[src/rtl/clint_timer_pkg.sv]
// Shared CLINT definitions: register offsets, SoC address window, decode helpers.
package clint_timer_pkg;

  localparam int unsigned ADDR_W = 32;
  localparam int unsigned DATA_W = 32;
  localparam int unsigned STRB_W = DATA_W / 8;
  localparam int unsigned TIME_W = 64;

  // Byte offsets from the CLINT base
  localparam logic [15:0] MSIP        = 16'h0000;
  localparam logic [15:0] MTIMECMP_LO = 16'h4000;
  localparam logic [15:0] MTIMECMP_HI = 16'h4004;
  localparam logic [15:0] MTIME_LO    = 16'hBFF8;
  localparam logic [15:0] MTIME_HI    = 16'hBFFC;

  // Window claimed by the CLINT in the SoC decoder
  localparam logic [ADDR_W-1:0] clint_base_addr = 32'h0200_0000;
  localparam logic [ADDR_W-1:0] clint_top_addr  = 32'h0200_FFFF;

  typedef enum logic [2:0] {
    SEL_NONE,
    SEL_MSIP,
    SEL_CMP_LO,
    SEL_CMP_HI,
    SEL_TIME_LO,
    SEL_TIME_HI
  } reg_sel_e;

  // Map a base-relative byte address to a register; byte-within-word bits ignored
  function automatic reg_sel_e decode(input logic [ADDR_W-1:0] addr);
    reg_sel_e sel;
    sel = SEL_NONE;
    if (addr[31:16] == 16'h0000) begin
      case ({addr[15:2], 2'b00})
        MSIP:        sel = SEL_MSIP;
        MTIMECMP_LO: sel = SEL_CMP_LO;
        MTIMECMP_HI: sel = SEL_CMP_HI;
        MTIME_LO:    sel = SEL_TIME_LO;
        MTIME_HI:    sel = SEL_TIME_HI;
        default:     sel = SEL_NONE;
      endcase
    end
    return sel;
  endfunction

  // Replace the byte lanes selected by strb with the matching bytes of wdata
  function automatic logic [DATA_W-1:0] merge_bytes(input logic [DATA_W-1:0] old,
                                                    input logic [DATA_W-1:0] wdata,
                                                    input logic [STRB_W-1:0] strb);
    logic [DATA_W-1:0] res;
    res = old;
    for (int i = 0; i < int'(STRB_W); i++) begin
      if (strb[i]) res[8*i +: 8] = wdata[8*i +: 8];
    end
    return res;
  endfunction

endpackage

[src/rtl/clint_if.sv]
// CLINT request/response bus between the interconnect and the timer block.
interface clint_if;
  import clint_timer_pkg::*;

  logic              clint_valid;
  logic              clint_instr;
  logic [ADDR_W-1:0] clint_addr;
  logic [DATA_W-1:0] clint_wdata;
  logic [STRB_W-1:0] clint_wstrb;
  logic [DATA_W-1:0] clint_rdata;
  logic              clint_ready;

  modport master (
    output clint_valid, clint_instr, clint_addr, clint_wdata, clint_wstrb,
    input  clint_rdata, clint_ready
  );

  modport slave (
    input  clint_valid, clint_instr, clint_addr, clint_wdata, clint_wstrb,
    output clint_rdata, clint_ready
  );
endinterface

[src/rtl/clint_timer.sv]
// RISC-V CLINT: msip, mtimecmp and a prescaled 64-bit mtime with single-cycle bus access.
module clint_timer
  import clint_timer_pkg::*;
#(
  parameter int unsigned MTIME_DIV = 1
) (
  input  logic              clock,
  input  logic              reset,
  clint_if.slave            bus,
  output logic              clint_msip,
  output logic              clint_mtip,
  output logic [TIME_W-1:0] clint_mtime
);

  localparam int unsigned     PRESC_W    = (MTIME_DIV > 1) ? $clog2(MTIME_DIV) : 1;
  localparam logic [PRESC_W-1:0] PRESC_LAST = PRESC_W'(MTIME_DIV - 1);

  logic               msip_q, msip_d;
  logic [TIME_W-1:0]  mtime_q, mtime_d;
  logic [TIME_W-1:0]  mtimecmp_q, mtimecmp_d;
  logic [PRESC_W-1:0] presc_q, presc_d;
  logic               ready_q, ready_d;
  logic [DATA_W-1:0]  rdata_q, rdata_d;

  reg_sel_e sel_c;
  logic     wr_c;
  logic     rd_c;
  logic     tick_c;
  logic     unused_instr;

  assign sel_c        = decode(bus.clint_addr);
  assign wr_c         = bus.clint_valid && (bus.clint_wstrb != '0);
  assign rd_c         = bus.clint_valid && (bus.clint_wstrb == '0);
  assign tick_c       = (presc_q == PRESC_LAST);
  // Fetches are served as plain data accesses
  assign unused_instr = bus.clint_instr;

  // Next-state: prescaler, mtime tick, register writes and read mux
  always_comb begin
    msip_d     = msip_q;
    mtimecmp_d = mtimecmp_q;
    presc_d    = tick_c ? '0 : presc_q + PRESC_W'(1);
    mtime_d    = tick_c ? mtime_q + 64'd1 : mtime_q;
    ready_d    = bus.clint_valid;
    rdata_d    = '0;

    // A write to either mtime half replaces the tick for that cycle
    if (wr_c) begin
      case (sel_c)
        SEL_MSIP:    if (bus.clint_wstrb[0]) msip_d = bus.clint_wdata[0];
        SEL_CMP_LO:  mtimecmp_d[31:0]  = merge_bytes(mtimecmp_q[31:0], bus.clint_wdata, bus.clint_wstrb);
        SEL_CMP_HI:  mtimecmp_d[63:32] = merge_bytes(mtimecmp_q[63:32], bus.clint_wdata, bus.clint_wstrb);
        SEL_TIME_LO: mtime_d = {mtime_q[63:32],
                                merge_bytes(mtime_q[31:0], bus.clint_wdata, bus.clint_wstrb)};
        SEL_TIME_HI: mtime_d = {merge_bytes(mtime_q[63:32], bus.clint_wdata, bus.clint_wstrb),
                                mtime_q[31:0]};
        default: ;
      endcase
    end

    if (rd_c) begin
      case (sel_c)
        SEL_MSIP:    rdata_d = DATA_W'(msip_q);
        SEL_CMP_LO:  rdata_d = mtimecmp_q[31:0];
        SEL_CMP_HI:  rdata_d = mtimecmp_q[63:32];
        SEL_TIME_LO: rdata_d = mtime_q[31:0];
        SEL_TIME_HI: rdata_d = mtime_q[63:32];
        default:     rdata_d = '0;
      endcase
    end
  end

  // State and response registers
  always_ff @(posedge clock or negedge reset) begin
    if (!reset) begin
      msip_q     <= 1'b0;
      mtime_q    <= '0;
      mtimecmp_q <= '1;
      presc_q    <= '0;
      ready_q    <= 1'b0;
      rdata_q    <= '0;
    end else begin
      msip_q     <= msip_d;
      mtime_q    <= mtime_d;
      mtimecmp_q <= mtimecmp_d;
      presc_q    <= presc_d;
      ready_q    <= ready_d;
      rdata_q    <= rdata_d;
    end
  end

  assign bus.clint_ready = ready_q;
  assign bus.clint_rdata = rdata_q;
  assign clint_msip      = msip_q;
  assign clint_mtime     = mtime_q;
  assign clint_mtip      = (mtime_q >= mtimecmp_q);

endmodule

[src/flat_wrapper.sv]
// flat-port wrapper written by rule: the top's interface ports become plain ports
module clint_timer_flat import clint_timer_pkg::*;
#(
  parameter int unsigned MTIME_DIV = 1
)
  (clock, reset, clint_msip, clint_mtip, clint_mtime, bus_clint_valid, bus_clint_instr, bus_clint_addr, bus_clint_wdata, bus_clint_wstrb, bus_clint_rdata, bus_clint_ready);
  clint_if bus_i ();
  input  logic clock;
  input  logic reset;
  output logic clint_msip;
  output logic clint_mtip;
  output logic [TIME_W-1:0] clint_mtime;
  input wire logic [$bits(bus_i.clint_valid)-1:0] bus_clint_valid;
  input wire logic [$bits(bus_i.clint_instr)-1:0] bus_clint_instr;
  input wire logic [$bits(bus_i.clint_addr)-1:0] bus_clint_addr;
  input wire logic [$bits(bus_i.clint_wdata)-1:0] bus_clint_wdata;
  input wire logic [$bits(bus_i.clint_wstrb)-1:0] bus_clint_wstrb;
  output wire logic [$bits(bus_i.clint_rdata)-1:0] bus_clint_rdata;
  output wire logic [$bits(bus_i.clint_ready)-1:0] bus_clint_ready;
  assign bus_i.clint_valid = bus_clint_valid;
  assign bus_i.clint_instr = bus_clint_instr;
  assign bus_i.clint_addr = bus_clint_addr;
  assign bus_i.clint_wdata = bus_clint_wdata;
  assign bus_i.clint_wstrb = bus_clint_wstrb;
  assign bus_clint_rdata = bus_i.clint_rdata;
  assign bus_clint_ready = bus_i.clint_ready;
  clint_timer #(.MTIME_DIV(MTIME_DIV)) u_core (.clock(clock), .reset(reset), .bus(bus_i), .clint_msip(clint_msip), .clint_mtip(clint_mtip), .clint_mtime(clint_mtime));
endmodule
[config.mk]
export PLATFORM = sky130hd
export DESIGN_NAME = clint_timer_flat
export DESIGN_NICKNAME = d
export VERILOG_FILES = /design/src/rtl/clint_timer_pkg.sv /design/src/rtl/clint_if.sv /design/src/rtl/clint_timer.sv /design/src/flat_wrapper.sv
export SDC_FILE = /design/constraint.sdc
export NUM_CORES = 1
export LEC_CHECK = 0
export ABC_AREA = 1
export CAP_MARGIN = 30
export CORE_MARGIN = 2
export CORE_UTILIZATION = 50
export CTS_CLUSTER_SIZE = 24
export DETAILED_ROUTE_END_ITERATION = 10
export PLACE_DENSITY = 0.74
export SLEW_MARGIN = 15
export SYNTH_ARGS = -nofsm -noshare
export SYNTH_HDL_FRONTEND = slang
export SYNTH_SLANG_ARGS = --single-unit
[constraint.sdc]
create_clock -name clock -period 2.1 [get_ports clock]
set_input_delay 0.42 -clock clock [delete_from_list [all_inputs] [get_ports clock]]
set_output_delay 0.42 -clock clock [all_outputs]
set_load 0.005 [all_outputs]
==> run metrics <==
hold crit path type reg -> reg; largest family of logic cells by synthesized area simple AND/OR/NAND/NOR gates; first-pass GRT wire length 71300 um; vias after detailed routing 13.5k; Die W 156 um; DR DRC count 0; pre-CTS setup slack -976 ps; setup slack after layout -756 ps; largest net degree at the start of global routing 50; clk root buf clkbuf_16; number of global-route vias before repair 13.2k; die footprint 0.0244 sq mm; Layout area overhead 41.5%; Clock Latency Late Sink 440 ps; top-level I/O count 171; top cell type's share of synthesized area 0.212; post-synth cell types 33; Synth Area in Simple Gates 0.351; post-synthesis compound-gate area fraction 0.107; Core Area 0.0227 sq mm; Setup TNS -756 ps; vias per cell 5.53; post-DP HPWL 36500 um; Die Y-Extent 156 um; status complete, but fails checks; placed cell areas 0.0152 sq mm; post-DR wirelength/cell 19.0 um; Crit Path Max Fanout 2; most instantiated cells after synthesis 517 x nand2_1, 304 x nor2_1, 218 x inv_1; Slew Limit Fails 0; worst slew pin tran 467 ps; P per Cell Area 397 mW/mm^2; cell area after synthesis 0.0116 sq mm; starting density of the core 0.510; # clock sinks 162; Post-synth EDFFs 0; CTS Buf Count 17; Syn Nets 1898; RSZ-0062 raised after global routing true; Pre-antenna DRT Iters 6; grt total ovfl 0; Setup Crit Path Kind reg -> out; Slew HR 0.689; R2R cell count 13; Worst-path clk slew 80 ps; Yosys top cell by area dfrtp_1; Final Hold Fails 0; Post-Synth XOR/XNOR Area 0.0204; # port buffers 167; hold path cells 2; crit path capture type output port; Total Nets Final 2286; num rows 55; Synth area leaders dfrtp_1 21%, nand2_1 17%, dfstp_2 15%; fraction of layout cells with a size suffix above 1 0.206; Routed Antenna Nets 0; GPL Wtd Cong 1.03; violated checks negative setup slack; critical path data arrival time 2440 ps; register area share after synthesis 0.357; CTS tree done; Post-Syn Instances 1761; First DRT Iteration DRCs 1268; mux cell area share after synthesis 0; asr flop ratio synth 1.00; Yosys reg bits 162; Leakage 0.00765 uW; gr usage total 0.385; Worst Path Required 1680 ps; crit path time final 2860 ps; Mean Syn Cell Area 6.58 sq um; most common cell in the netlist nand2_1; Tcrit/Tclk final 1.36; design area 0.0164 sq mm; Synth Warn # 0; Max Cap Viol 0; Synth Area in Adders 0.0702; Final Util 0.722; n_diodes 0; FMAX 350 MHz; ys flop type dfrtp_1; WL final 46600 um; CP Launch Type flop; initial antenna violation count 0; VDD IR max 0.410 mV; CTS max path bufs 2; htree depth 4; Setup Skew 15.9 ps; Final setup viols 1; Fillers 1913
==> layout by cell type (no fill, tap or decap), types with 57 or more instances in the layout <==
master / synthesis / layout
a21oi_1: 61 / 57
buf_4: 4 / 220
clkdlybuf4s50_1: 0 / 152
dfrtp_1: 98 / 98
dfstp_2: 64 / 64
ha_1: 65 / 61
inv_1: 218 / 209
nand2_1: 517 / 504
nand3_1: 125 / 120
nor2_1: 304 / 270
o21ai_0: 131 / 97
==> metrics by stage <==
stage,std cells,total power [uW],hold WS [ps]
global route,2447,6660,501
floorplan,1761,3250,124
CTS,2441,6510,492
global placement,2391,3530,387
detailed placement,2391,3530,387
finish,2447,6500,471
==> power breakdown <==
group	leakage (uW)	total (uW)	switching, uW	internal [uW]
logic	0.00544	365	207	158
registers	0.00195	3130	0.401	3130
clock network	0.000267	3010	1460	1550
total	0.00765	6500	1670	4840
==> sequential cells by signal, summed over array words and instances (netlist names) <==
register and cells:
u_core.clint_mtime 64, u_core.bus.clint_ready 1, u_core.mtimecmp_q 64, u_core.bus.clint_rdata 32, u_core.clint_msip 1
==> timing repair <==
item,in CTS,in global routing
hold endpoints to repair,21,0
buffers inserted,22,13
gates cloned,0,1
hold buffers,1,0
pin swaps,12,23
resized for setup,35,123
endpoints found under the setup margin,11,132
==> logic make-up after synthesis <==
| group | count (synthesis) |
|---|---|
| AOI/OAI and AO/OA | 234 |
| xor gates and xnor gates | 27 |
| adders and majority gates | 65 |
| buffers and inverters | 272 |
| DFF | 162 |
| and+or+nand+nor | 1001 |
==> per-layer routing <==
metal | global-route usage | share of wire
met1 | 0.495 | 0.40
met2 | 0.628 | 0.46
met3 | 0.0861 | 0.096
met4 | 0.165 | 0.042
met5 | 0 | 0
==> path summary, 6_finish.rpt <==
check,start,slack [ps],to
worst max-delay path,u_core.mtimecmp_q[45],-760,clint_mtip
worst min-delay path,u_core.mtimecmp_q[38],470,u_core.mtimecmp_q[38]
worst max register to register,u_core.mtimecmp_q[46],100,u_core.bus.clint_rdata[14]
worst min register to register,u_core.mtimecmp_q[38],470,u_core.mtimecmp_q[38]
max in group asynchronous,reset,890,u_core.mtimecmp_q[48]
min in group asynchronous,reset,490,u_core.clint_mtime[11]
==> critical path: stages (launching register included) <==
cell and delay (ps):
dfstp_2 540, inv_2 50, ha_4 240, buf_4 130, a21oi_1 160, o21ai_1 120
a21oi_2 200, nand2_2 110, a21oi_2 140, nand3_2 120, buf_2 160
==> final cells by class <==
class | instances | area [sq um] | area share
multi-input cells | 1327 | 6680 | 0.407
clock buffers | 18 | 429 | 0.0262
repair buffers | 418 | 3830 | 0.234
clock inverters | 14 | 126 | 0.00771
flip-flops and latches | 162 | 4130 | 0.252
inverters | 223 | 840 | 0.0512
well taps | 285 | 357 | 0.0218
(Power assumes the default switching activity.)
==> edit, RTL diff (same flow settings) <==
Take the reset off `rdata_q` and load it in a clocked block of its own.
--- a/src/rtl/clint_timer.sv
+++ b/src/rtl/clint_timer.sv
@@ -78,15 +78,17 @@
       mtimecmp_q <= '1;
       presc_q    <= '0;
       ready_q    <= 1'b0;
-      rdata_q    <= '0;
     end else begin
       msip_q     <= msip_d;
       mtime_q    <= mtime_d;
       mtimecmp_q <= mtimecmp_d;
       presc_q    <= presc_d;
       ready_q    <= ready_d;
-      rdata_q    <= rdata_d;
     end
+  end
+
+  always_ff @(posedge clock) begin
+    rdata_q <= rdata_d;
   end
 
   assign bus.clint_ready = ready_q;
Check against the original RTL: not equivalent (Yosys sat finds a counterexample within 4 cycles, from zero or initial values and one cycle with reset low).
==> edit against the original RTL <==
  * The run still ends with setup timing left
  * Largest power group is now the clock network
  * First-iteration DRC count is 20% higher
  * Setup slack worse by 4.4 ps
  * Count of clock-buffer cells in the layout is 2 higher
  * Wire length is 4.2% higher
  * Sequential cell count stayed put
  * Synthesized area is 0.63% lower
  * Critical endpoint unchanged
  * Total power is 3.0% higher
  * Register-to-register slack worse by 110 ps
  * Cell area is 3.3% higher
==> edit: results (changes against the original RTL) <==
| Metric | Value |
|---|---|
| Drt pass-1 iters | `7 (+1)` |
| Final setup fails | `2 (+1)` |
| # nets final | `2293 (+0.31%)` |
| Flip-flop and latch count | `162 (unchanged)` |
| First-pass GRT wire length | `71200 um (-0.19%)` |
| Plain + repair buffers | `431 (+3.1%)` |
| Placed cell count | `2403 (+0.50%)` |
| Antenna cells | `0 (unchanged)` |
| Clk cell area share | `3.42% (+0.033 points)` |
| Multi-input logic area | `0.00712 sq mm (+6.7%)` |
| Violated checks | `setup timing` |
| DR iter-0 viols | `1517 (+20%)` |
| Post-placement worst setup slack | `-877 ps (+99.4 ps)` |
| Fill count | `1743 (-8.9%)` |
| LEAKAGE | `7.51 nW (-1.9%)` |
| Seq area share | `23.5% (-1.7 points)` |
| Commonest cells post-synth | `nand2_1 (527), nor2_1 (307), inv_1 (212), o21ai_0 (93), nand3_1 (81)` |
| Status | `finished with violations` |
| Complex-gate fraction of the synthesized area | `11.8% (+1.1 points)` |
| Clock Path Buffers | `2 (unchanged)` |
| Final-layout clock buffer total | `20 (+2)` |
| Post-DP HPWL | `36000 um (-1.3%)` |
| Gpl congestion | `0.999 (-2.8%)` |
| Vias in the first global route | `13300 (+0.78%)` |
| VDD IR max | `0.442 mV (+7.8%)` |
| Synth Area in XOR/XNOR | `1.60% (-0.44 points)` |
| Initial antenna violation count | `0 (unchanged)` |
| FF+latch area | `0.00397 sq mm (-3.9%)` |
| Int Power | `0.00501 W (+3.5%)` |
| Placed cell areas | `0.0154 sq mm (+0.79%)` |
| CP top delay family | `simple AND/OR/NAND/NOR gates` |
| Largest cells by area after synthesis | `nand2_1 (17%), dfstp_2 (15%), dfrtp_1 (14%)` |
| Inverters | `217 (-2.7%)` |
| Syn_nets | `1890 (-0.42%)` |
| Post-Synth Adder-Cell Area | `7.06% (+0.044 points)` |
| Hold WC Path Type | `input port to asynchronous set/reset pin` |
| Critical path arrival | `2440 ps (about the same)` |
| IO buf count | `167 (unchanged)` |
| Routed Wire Length | `48600 um (+4.2%)` |
| Yosys cell types | `43 (+30%)` |
| Worst slew pin tran | `457 ps (-9.28 ps)` |
| H-tree lvl count | `4 (unchanged)` |
| Vias/cell | `5.64 (+2.0%)` |
| Setup Skew | `18.2 ps (+2.30 ps)` |
| Setup TNS | `-772 ps (-16.4 ps)` |
| All-Layer GR Usage | `38.4% (-0.15 points)` |
| Layout cell share with drive strength beyond 1 | `24.0% (+3.4 points)` |
| FFs w/ async S/R, synth | `80.2% (-20 points)` |
| Buffering overhead | `24.1% (+0.70 points)` |
| Root Driver | `clkbuf_16` |
| Largest net degree at the start of global routing | `73 (+46%)` |
| Drt wl/cell | `19.8 um (+3.9%)` |
| Syn Inst Count | `1753 (-0.45%)` |
| Comb_multi_in | `1327 (unchanged)` |
| Slew Limit Fails | `0 (unchanged)` |
| Seq/Total Area, Yosys | `34.5% (-1.2 points)` |
| Die width | `156 um (-0.30%)` |
| TritonCTS buffer count | `17 (unchanged)` |
| Final WS setup | `-760 ps (-4.38 ps)` |
[edit: power groups by stage]
stage	Sequential, W	Combinational [W]	Clock [W]
floorplan	0.00317	0.0000650	0
global placement	0.00317	0.000333	0
detailed placement	0.00317	0.000335	0
CTS	0.00312	0.000338	0.00322
global route	0.00312	0.000372	0.00334
finish	0.00312	0.000347	0.00324
[edit: per-layer routing]
| layer | GRT usage [%] | vias up | wire [um] |
|---|---|---|---|
| li1 | - | 6379 | - |
| met4 | 13.3 | 0 | 1790 |
| met5 | 0 | - | 0 |
| met3 | 6.36 | 142 | 5170 |
| met1 | 50.6 | 6511 | 19300 |
| met2 | 64.0 | 813 | 22400 |
[edit: what timing repair did]
item / in CTS / in global routing
hold buffers: 1 / 0
gates resized for setup: 40 / 149
setup buffers: 2 / 11
cloned: 0 / 5
pin swaps: 15 / 34
endpoints found under the hold margin: 4 / 0
endpoints found under the setup margin: 2 / 54
[edit: worst paths after layout]
| kind | depth (start not counted) | startpoint | slack [ps] | to |
|---|---|---|---|---|
| hold reg to reg | 2 | u_core.mtimecmp_q[18]$_DFFE_PN1P_ | 490 | u_core.mtimecmp_q[18]$_DFFE_PN1P_ |
| hold / removal | 2 | reset | 360 | u_core.clint_mtime[12]$_DFFE_PN0P_ |
| setup reg to reg | 11 | u_core.clint_mtime[15]$_DFFE_PN0P_ | -10 | u_core.clint_mtime[51]$_DFFE_PN0P_ |
| setup / recovery | 11 | u_core.mtimecmp_q[55]$_DFFE_PN1P_ | -760 | clint_mtip |
| max in group asynchronous | 3 | reset | 1020 | u_core.mtimecmp_q[59]$_DFFE_PN1P_ |
| min in group clock | 2 | u_core.mtimecmp_q[18]$_DFFE_PN1P_ | 490 | u_core.mtimecmp_q[18]$_DFFE_PN1P_ |
